==> src/rtl/sum_accumulator_pkg.sv <==
// Shared types and helpers for the post-adder-tree accumulation stage.
package sum_accumulator_pkg;

    typedef enum logic [1:0] {
        IDLE = 2'd0,
        ACC  = 2'd1,
        OUT  = 2'd2
    } acc_state_e;

    typedef struct packed {
        logic signed [63:0] min_val;
        logic signed [63:0] max_val;
    } sat_limit_t;

    // Two's-complement range of an out_width-bit signed result.
    function automatic sat_limit_t sat_limit(input int unsigned out_width);
        sat_limit_t lim;
        lim.max_val = (64'sd1 <<< (out_width - 32'd1)) - 64'sd1;
        lim.min_val = -lim.max_val - 64'sd1;
        return lim;
    endfunction

endpackage

==> src/rtl/round_saturate.sv <==
// Combinational arithmetic right shift with round-half-up, then signed saturation.
module round_saturate
    import sum_accumulator_pkg::*;
#(
    parameter int AccWidth = 32,
    parameter int OutWidth = 16,
    localparam int ShiftWidth = $clog2(AccWidth)
) (
    input  logic signed [AccWidth-1:0]   acc,
    input  logic        [ShiftWidth-1:0] shift,
    output logic signed [OutWidth-1:0]   data,
    output logic                         sat
);

    localparam sat_limit_t Lim = sat_limit(OutWidth);
    localparam logic signed [63:0] MaxVal = Lim.max_val;
    localparam logic signed [63:0] MinVal = Lim.min_val;
    localparam logic [ShiftWidth-1:0] ShiftOne = {{(ShiftWidth-1){1'b0}}, 1'b1};
    localparam logic [AccWidth:0] BiasOne = {{AccWidth{1'b0}}, 1'b1};

    logic signed [AccWidth:0] acc_ext_s;
    logic signed [AccWidth:0] bias_s;
    logic signed [AccWidth:0] sum_s;
    logic signed [AccWidth:0] shifted_s;
    logic signed [63:0]       r_s;

    // One extra bit keeps the rounding bias from wrapping the most positive acc.
    always_comb begin
        acc_ext_s = {acc[AccWidth-1], acc};
        bias_s    = '0;
        if (shift != '0) begin
            bias_s = BiasOne << (shift - ShiftOne);
        end else begin
            bias_s = '0;
        end
        sum_s     = acc_ext_s + bias_s;
        shifted_s = sum_s >>> shift;
        r_s       = 64'(shifted_s);
        if (r_s > MaxVal) begin
            data = MaxVal[OutWidth-1:0];
            sat  = 1'b1;
        end else if (r_s < MinVal) begin
            data = MinVal[OutWidth-1:0];
            sat  = 1'b1;
        end else begin
            data = r_s[OutWidth-1:0];
            sat  = 1'b0;
        end
    end

endmodule

==> src/rtl/sum_accumulator.sv <==
// Streaming signed accumulator: sums a programmable number of adder-tree results,
// then rounds, shifts and saturates the total for the next stage.
module sum_accumulator
    import sum_accumulator_pkg::*;
#(
    parameter int InWidth  = 20,
    parameter int AccWidth = 32,
    parameter int OutWidth = 16,
    parameter int MaxBeats = 256,
    localparam int CntWidth   = $clog2(MaxBeats),
    localparam int ShiftWidth = $clog2(AccWidth)
) (
    input  logic                       clk_i,
    input  logic                       rst_ni,
    input  logic [CntWidth-1:0]        cfg_beats_i,
    input  logic [ShiftWidth-1:0]      cfg_shift_i,
    input  logic                       in_valid_i,
    output logic                       in_ready_o,
    input  logic signed [InWidth-1:0]  in_data_i,
    input  logic                       in_last_i,
    output logic                       out_valid_o,
    input  logic                       out_ready_i,
    output logic signed [OutWidth-1:0] out_data_o,
    output logic                       out_sat_o,
    output logic                       out_ovf_o
);

    localparam logic [CntWidth-1:0] CntOne = {{(CntWidth-1){1'b0}}, 1'b1};

    acc_state_e                 state_r, state_s;
    logic signed [AccWidth-1:0] acc_r, acc_s;
    logic [CntWidth-1:0]        cnt_r, cnt_s;
    logic [CntWidth-1:0]        beats_r, beats_s;
    logic [ShiftWidth-1:0]      shift_r, shift_s;
    logic                       ovf_r, ovf_s;
    logic                       in_ready_r;
    logic                       out_valid_r;

    logic signed [AccWidth-1:0] in_ext_s;
    logic signed [AccWidth-1:0] sum_s;
    logic [CntWidth-1:0]        cnt_inc_s;
    logic                       wrap_s;
    logic                       in_fire_s;

    assign in_ext_s  = AccWidth'(in_data_i);
    assign sum_s     = acc_r + in_ext_s;
    assign cnt_inc_s = cnt_r + CntOne;
    // Signed overflow: operands agree in sign but the sum does not.
    assign wrap_s    = (acc_r[AccWidth-1] == in_ext_s[AccWidth-1]) &&
                       (sum_s[AccWidth-1] != acc_r[AccWidth-1]);
    assign in_fire_s = in_valid_i && in_ready_r;

    // Next-state, accumulator and configuration-latch logic.
    always_comb begin
        state_s = state_r;
        acc_s   = acc_r;
        cnt_s   = cnt_r;
        beats_s = beats_r;
        shift_s = shift_r;
        ovf_s   = ovf_r;
        case (state_r)
            IDLE: begin
                if (in_fire_s) begin
                    acc_s   = in_ext_s;
                    cnt_s   = '0;
                    beats_s = cfg_beats_i;
                    shift_s = cfg_shift_i;
                    ovf_s   = 1'b0;
                    if ((cfg_beats_i == '0) || in_last_i) begin
                        state_s = OUT;
                    end else begin
                        state_s = ACC;
                    end
                end else begin
                    state_s = IDLE;
                end
            end
            ACC: begin
                if (in_fire_s) begin
                    acc_s = sum_s;
                    ovf_s = ovf_r | wrap_s;
                    cnt_s = cnt_inc_s;
                    if ((cnt_inc_s == beats_r) || in_last_i) begin
                        state_s = OUT;
                    end else begin
                        state_s = ACC;
                    end
                end else begin
                    state_s = ACC;
                end
            end
            OUT: begin
                if (out_ready_i) begin
                    state_s = IDLE;
                end else begin
                    state_s = OUT;
                end
            end
            default: begin
                state_s = IDLE;
            end
        endcase
    end

    // State, datapath and handshake registers; ready/valid are registered from next state.
    always_ff @(posedge clk_i or negedge rst_ni) begin
        if (!rst_ni) begin
            state_r     <= IDLE;
            acc_r       <= '0;
            cnt_r       <= '0;
            beats_r     <= '0;
            shift_r     <= '0;
            ovf_r       <= 1'b0;
            in_ready_r  <= 1'b1;
            out_valid_r <= 1'b0;
        end else begin
            state_r     <= state_s;
            acc_r       <= acc_s;
            cnt_r       <= cnt_s;
            beats_r     <= beats_s;
            shift_r     <= shift_s;
            ovf_r       <= ovf_s;
            in_ready_r  <= (state_s != OUT);
            out_valid_r <= (state_s == OUT);
        end
    end

    round_saturate #(
        .AccWidth (AccWidth),
        .OutWidth (OutWidth)
    ) u_round_saturate (
        .acc   (acc_r),
        .shift (shift_r),
        .data  (out_data_o),
        .sat   (out_sat_o)
    );

    assign in_ready_o  = in_ready_r;
    assign out_valid_o = out_valid_r;
    assign out_ovf_o   = ovf_r;

endmodule
==> config.mk <==
export PLATFORM = sky130hd
export DESIGN_NAME = sum_accumulator
export DESIGN_NICKNAME = d
export VERILOG_FILES = /design/src/rtl/sum_accumulator_pkg.sv /design/src/rtl/round_saturate.sv /design/src/rtl/sum_accumulator.sv
export SDC_FILE = /design/constraint.sdc
export NUM_CORES = 1
export LEC_CHECK = 0
export BUFFER_PORTS_ARGS = -buffer_cell sky130_fd_sc_hd__buf_2
export CORE_MARGIN = 3
export CORE_UTILIZATION = 50
export DETAILED_ROUTE_END_ITERATION = 10
export GPL_TIMING_DRIVEN = 0
export MAX_ROUTING_LAYER = met4
export PLACE_DENSITY = 0.69
export SYNTH_ARGS = -nofsm -noshare
export SYNTH_HDL_FRONTEND = slang
export SYNTH_HIERARCHICAL = 1
export SYNTH_SLANG_ARGS = --single-unit
==> constraint.sdc <==
create_clock -name clk_i -period 5.74 [get_ports clk_i]
set_input_delay 1.148 -clock clk_i [delete_from_list [all_inputs] [get_ports clk_i]]
set_output_delay 1.148 -clock clk_i [all_outputs]
set_load 0.1 [all_outputs]
# ---- After elaboration in Yosys (flattened, before gate mapping)
# Cells that the tools add are included.
dict set report op_classes {
  n_shift 2
  n_addsub 4
  n_mux 20
  n_eq_ne 9
  n_bitwise 1
  n_lt_le_gt_ge 2
  reduce_logical 10
}
# operator count
set op_table {}
lappend op_table {{two-way mux 32 bit} 2}
lappend op_table {{one-hot mux 32 bit (2 select lines)} 1}
lappend op_table {{adder 32 x 33 -> 33 bit} 1}
lappend op_table {{> comparator 33 x 16 -> 1 bit, second input constant} 1}
lappend op_table {{< comparator 33 x 16 -> 1 bit, second input constant} 1}
lappend op_table {{two-way mux 33 bit} 1}
lappend op_table {{<< shifter 1 x 5 -> 33 bit, first input constant} 1}
lappend op_table {{>>> shifter 33 x 5 -> 33 bit} 1}
lappend op_table {{adder 32 x 20 -> 32 bit} 1}
lappend op_table {{two-way mux 16 bit} 2}
lappend op_table {{two-way mux 8 bit} 2}
lappend op_table {{one-hot mux 8 bit (2 select lines)} 1}
lappend op_table {{two-way mux 2 bit} 5}
lappend op_table {{adder 8 x 1 -> 8 bit, second input constant} 1}
lappend op_table {{equality test 8 bit} 1}
lappend op_table {{zero test 8 bit} 1}
lappend op_table {{inequality test 2 bit, second input constant} 3}
lappend op_table {{one-hot mux 2 bit (3 select lines)} 1}
lappend op_table {{nonzero test 5 bit} 1}
lappend op_table {{subtractor 5 x 1 -> 5 bit, second input constant} 1}
lappend op_table {{equality test 2 bit, second input constant} 2}
lappend op_table {{two-way mux 1 bit} 4}
lappend op_table {{AND reduction 3 bit} 1}
lappend op_table {{equality test 2 x 1 -> 1 bit, second input constant} 1}
lappend op_table {{9 further kinds} 11}
dict set report totals {
  output_inout_bits 20
  input_bits 38
  register_bits 58
  elab_cells 56
}

# ---- Depth between registers and ports, before layout
dict set report depth {
  ltp_word 8
  mapped_depth 24
  ltp_nobuf 20
}

# ---- Hierarchy
# Netlist, hierarchy kept.
# mod area_per_inst_um2 n_inst cells_per_inst seq_area_each_um2
set modules_own_cells {}
lappend modules_own_cells {round_saturate 4829.6 1 720 0.0}
lappend modules_own_cells {sum_accumulator 4139.0 1 468 1452.6}

# ---- Worst setup path after synthesis
# Ideal clock, no wire load.
dict set report synth_path {
  path_type {register to output}
  start {register shift_r[3]}
  end {output out_data_o[0]}
  path_stages_with_launch 23
  required_ns 4.592
  n_path_buf 6
  arrival_time_ns 6.006
  slack_ns -1.414
  cell_sequence {dfrtp_1 -> clkbuf_1 -> clkbuf_1 -> buf_1 -> clkbuf_1 -> nand3_1 -> nor2_1 -> ha_1 -> buf_6 -> a21oi_2 -> o21ai_1 -> a21oi_1 -> o22ai_1 -> nor3_2 -> xor2_2 -> inv_2 -> buf_4 -> o2111ai_1 -> a221oi_1 -> o2111ai_1 -> nor4bb_2 -> a221oi_2 -> o21ai_1}
}
dict set report synth_via {
  elab_chain_len 8
  elab_cells_between_ends 10
  cone_classes {2 x add/sub; 2 x order compare; 2 x shift; 3 x mux; 1 x reduce/logical}
}
# item line
set synth_lines {}
lappend synth_lines {{from (decl)} sum_accumulator.sv:34} ;# logic [ShiftWidth-1:0] shift_r, shift_s;
lappend synth_lines {{from (signal assigned)} sum_accumulator.sv:121} ;# shift_r <= shift_s;
lappend synth_lines {{subtractor 5 x 1 -> 5 bit} round_saturate.sv:32} ;# bias_s = BiasOne << (shift - ShiftOne);
lappend synth_lines {{<< shifter 1 x 5 -> 33 bit} round_saturate.sv:32}
lappend synth_lines {{two-way mux 33 bit} round_saturate.sv:31} ;# if (shift != '0) begin
lappend synth_lines {{adder 32 x 33 -> 33 bit} round_saturate.sv:36} ;# sum_s = acc_ext_s + bias_s;
lappend synth_lines {{>>> shifter 33 x 5 -> 33 bit *} round_saturate.sv:37} ;# shifted_s = sum_s >>> shift;
lappend synth_lines {{< comparator 33 x 16 -> 1 bit} round_saturate.sv:42} ;# end else if (r_s < MinVal) begin
lappend synth_lines {{two-way mux 16 bit} round_saturate.sv:42}
lappend synth_lines {{two-way mux 16 bit *} round_saturate.sv:39} ;# if (r_s > MaxVal) begin
lappend synth_lines {{to (decl)} sum_accumulator.sv:23} ;# output logic signed [OutWidth-1:0] out_data_o,
# Every way passes the cells marked *; elsewhere a longest branch is shown, timed or not.

# ---- Worst setup path in the final report
dict set report layout_path {
  start {register shift_r[3]}
  end {output out_data_o[13]}
}
# The elaborated chain is that of the path after synthesis.

==> results.cfg <==
[yosys]
synth_cells = 1188
synthDistinctLibCells = 103
synth_fp_nets = 1292
synth_edf_count = 0
ys_warn_count = 6
synth-seq-cells = 58
syn_area_um2 = 8970
ys.flop_type = dfrtp_1
synth_area_per_cell_um2 = 7.55
ys_seq_area_share_pct = 16.2
async_flop_share_pct = 100

[setup_path]
worstSetupPathType = reg -> out
r2r_cells = 12
crit_fanout = 10
worstPathRequired_ps = 4590
endpoint_kind = output pin
arrival_ps = 5560
startpoint_type = flop

[clocking]
clock_latency_ps = 340
cts_hold_buffers = 0
cts-root-buf = clkbuf_16
cts_max_level = 3
clock-sinks = 58
tritoncts = built
cts_made_buffers = 9
cts_buffer_depth = 2
path_clk_slew_ps = 50

[finish]
area_growth_pct = 37.3
nFillCells = 1351
diodes = 0
drive_gt1_share_pct = 32.4
layout.cells.most_common_list = nand2_1 (120), nor2_1 (100), buf_4 (100), a21oi_1 (88), o21ai_0 (56)
layout_commonest_cell = nand2_1
finish.instance_area_um2 = 12300
fin_nets = 1464

[timing]
skew_ps = 11.3
period_share_pct = 117
tightestPinTransition_ps = 1030
hold_viol = 0
period_needed_ps = 6710
relSlewSlack_pct = 31.6
fmax_ghz = 0.149
fin_ws_ps = -971
setup_viol = 16
drv_slew = 0
rsz0062_at_grt = yes

[detailed_routing]
wirelength_mm = 33.2
drtAntennaViolNets = 0
wl_per_cell_um = 20.9
via_per_inst = 6.57
vias = 10500
drtPass1Iterations = 5
drc = 0
dr.first_iter.drc_count = 1062

[outcome]
status = finished with violations
violations = negative setup slack

[global_routing]
grt_pass1_wl_mm = 51.0
gr-total-overflow = 0
grt_usage_pct = 32.6
antenna_found_initial = 0
gr-usage-met2_pct = 52.2
grt.busiest_layer = met2
grt_max_degree = 59
grt_pass1_vias = 9837
met1_usage_pct = 42.0
grtUsageMet3_pct = 5.09

[floorplanning]
start_util_pct = 51.5
dieWidth_um = 140
die_y_um = 140
rows = 48
ios = 58
core_region_area_um2 = 17400
die_area_um2 = 19600

[worst_hold_path]
hold_path_depth = 2
hold_path.class = reg -> reg

[place]
globalplace.congestion = 0.996
dp_hpwl_mm = 23.4
placed_cell_area_um2 = 9940
io_buffers = 57

[run]
cap_violations = 0
[kinds of logic after synthesis]
family	count (synthesis)	synth area share (%)
flip-flops	58	16.2
XOR/XNOR	63	6.40
other	1	0.0418
buffers and inverters	103	5.40
AO/OA/AOI/OAI	425	32.2
adder cells (fa/ha/maj)	66	9.38
AND/OR/NAND/NOR	396	21.0
multiplexers	76	9.43
[layout make-up]
type,count,area (µm²),area share (%)
clock inverter,6,43.8,0.356
sequential,58,1460,11.8
clock buffer,10,229,1.86
inverter,29,131,1.07
buffer,73,712,5.78
tap,225,282,2.29
multi-input combinational,1027,8120,65.9
timing repair buffer,162,1350,10.9
[path summary, 6_finish.rpt]
| path | startpoint | end | slack (ps) |
|---|---|---|---|
| setup / recovery | shift_r[3] | out_data_o[13] | -970 |
| hold / removal | cnt_r[7] | cnt_r[7] | 510 |
| setup reg to reg | acc_r[0] | acc_r[30] | 2620 |
| hold reg to reg | cnt_r[7] | cnt_r[7] | 510 |
| max in group asynchronous | rst_ni | shift_r[3] | 4340 |
| min in group asynchronous | rst_ni | out_valid_o | 870 |
[flip-flops by register name (all words and copies together), names as in the netlist]
register	count
acc_r	32
beats_r	8
cnt_r	8
shift_r	5
state_r	2
in_ready_o	1
out_ovf_o	1
out_valid_o	1
[timing repair]
action	4_1_cts	5_1_grt
resized for setup	201	81
gates cloned	2	1
pin swaps	59	40
buffers inserted	67	36
endpoints found under the setup margin	16	16
[cells in the mapped netlist (all sizes together) (25+ instances only)]
library cell | count | share of area [%]
xor2 | 25 | 2.5
clkbuf | 40 | 1.7
nand2 | 139 | 5.9
inv | 28 | 1.2
a211oi | 37 | 3.5
buf | 34 | 2.5
dfrtp | 57 | 16
o21ai | 100 | 6.2
a21oi | 119 | 7.1
mux2i | 50 | 5.6
nand3 | 30 | 1.7
ha | 64 | 8.9
nor2 | 113 | 4.7
xnor2 | 38 | 3.9
nor3 | 30 | 2.0
[stage by stage]
step                      setup slack (ps)  hold slack, ps  std cells  setup TNS, ps  util [%]
after global routing                 -1090             540       1590         -16620      70.7
final                                 -971             514       1590         -14640      70.7
after global placement               -1400             487       1470         -21230      57.1
after floorplan                       -192             458       1188          -2120         -
after detailed placement             -1430             495       1470         -21620      57.1
after CTS                             -748             511       1554         -11510      67.0
[worst max-delay path: stages (launching register included)]
cell      delay, ps
dfrtp_2         470
inv_6           130
clkbuf_8        180
clkbuf_8        170
nand2_2         110
nor3_2          120
ha_1            280
o211ai_1        280
a21oi_4          90
buf_4           150
o211ai_1        300
and2_4          260
o2111a_2        310
nor3_4           80
mux2_2          320
o31ai_2         240
a221oi_2        140
or4_4           510
nor4_4          280
a221o_2         270
buf_6           130
buf_12          120
o21ai_4          70
buf_12          180
[per-layer routing]
metal / routed length (µm) / up-vias
met2: 15200 / 589
met1: 13600 / 4935
li1: - / 4775
met4: 1620 / 0
met5: 0 / -
met3: 2780 / 154
Power is left out: the tool's default activity adds up to more than one toggle a clock period on the data nets, which glitch-free logic cannot reach.
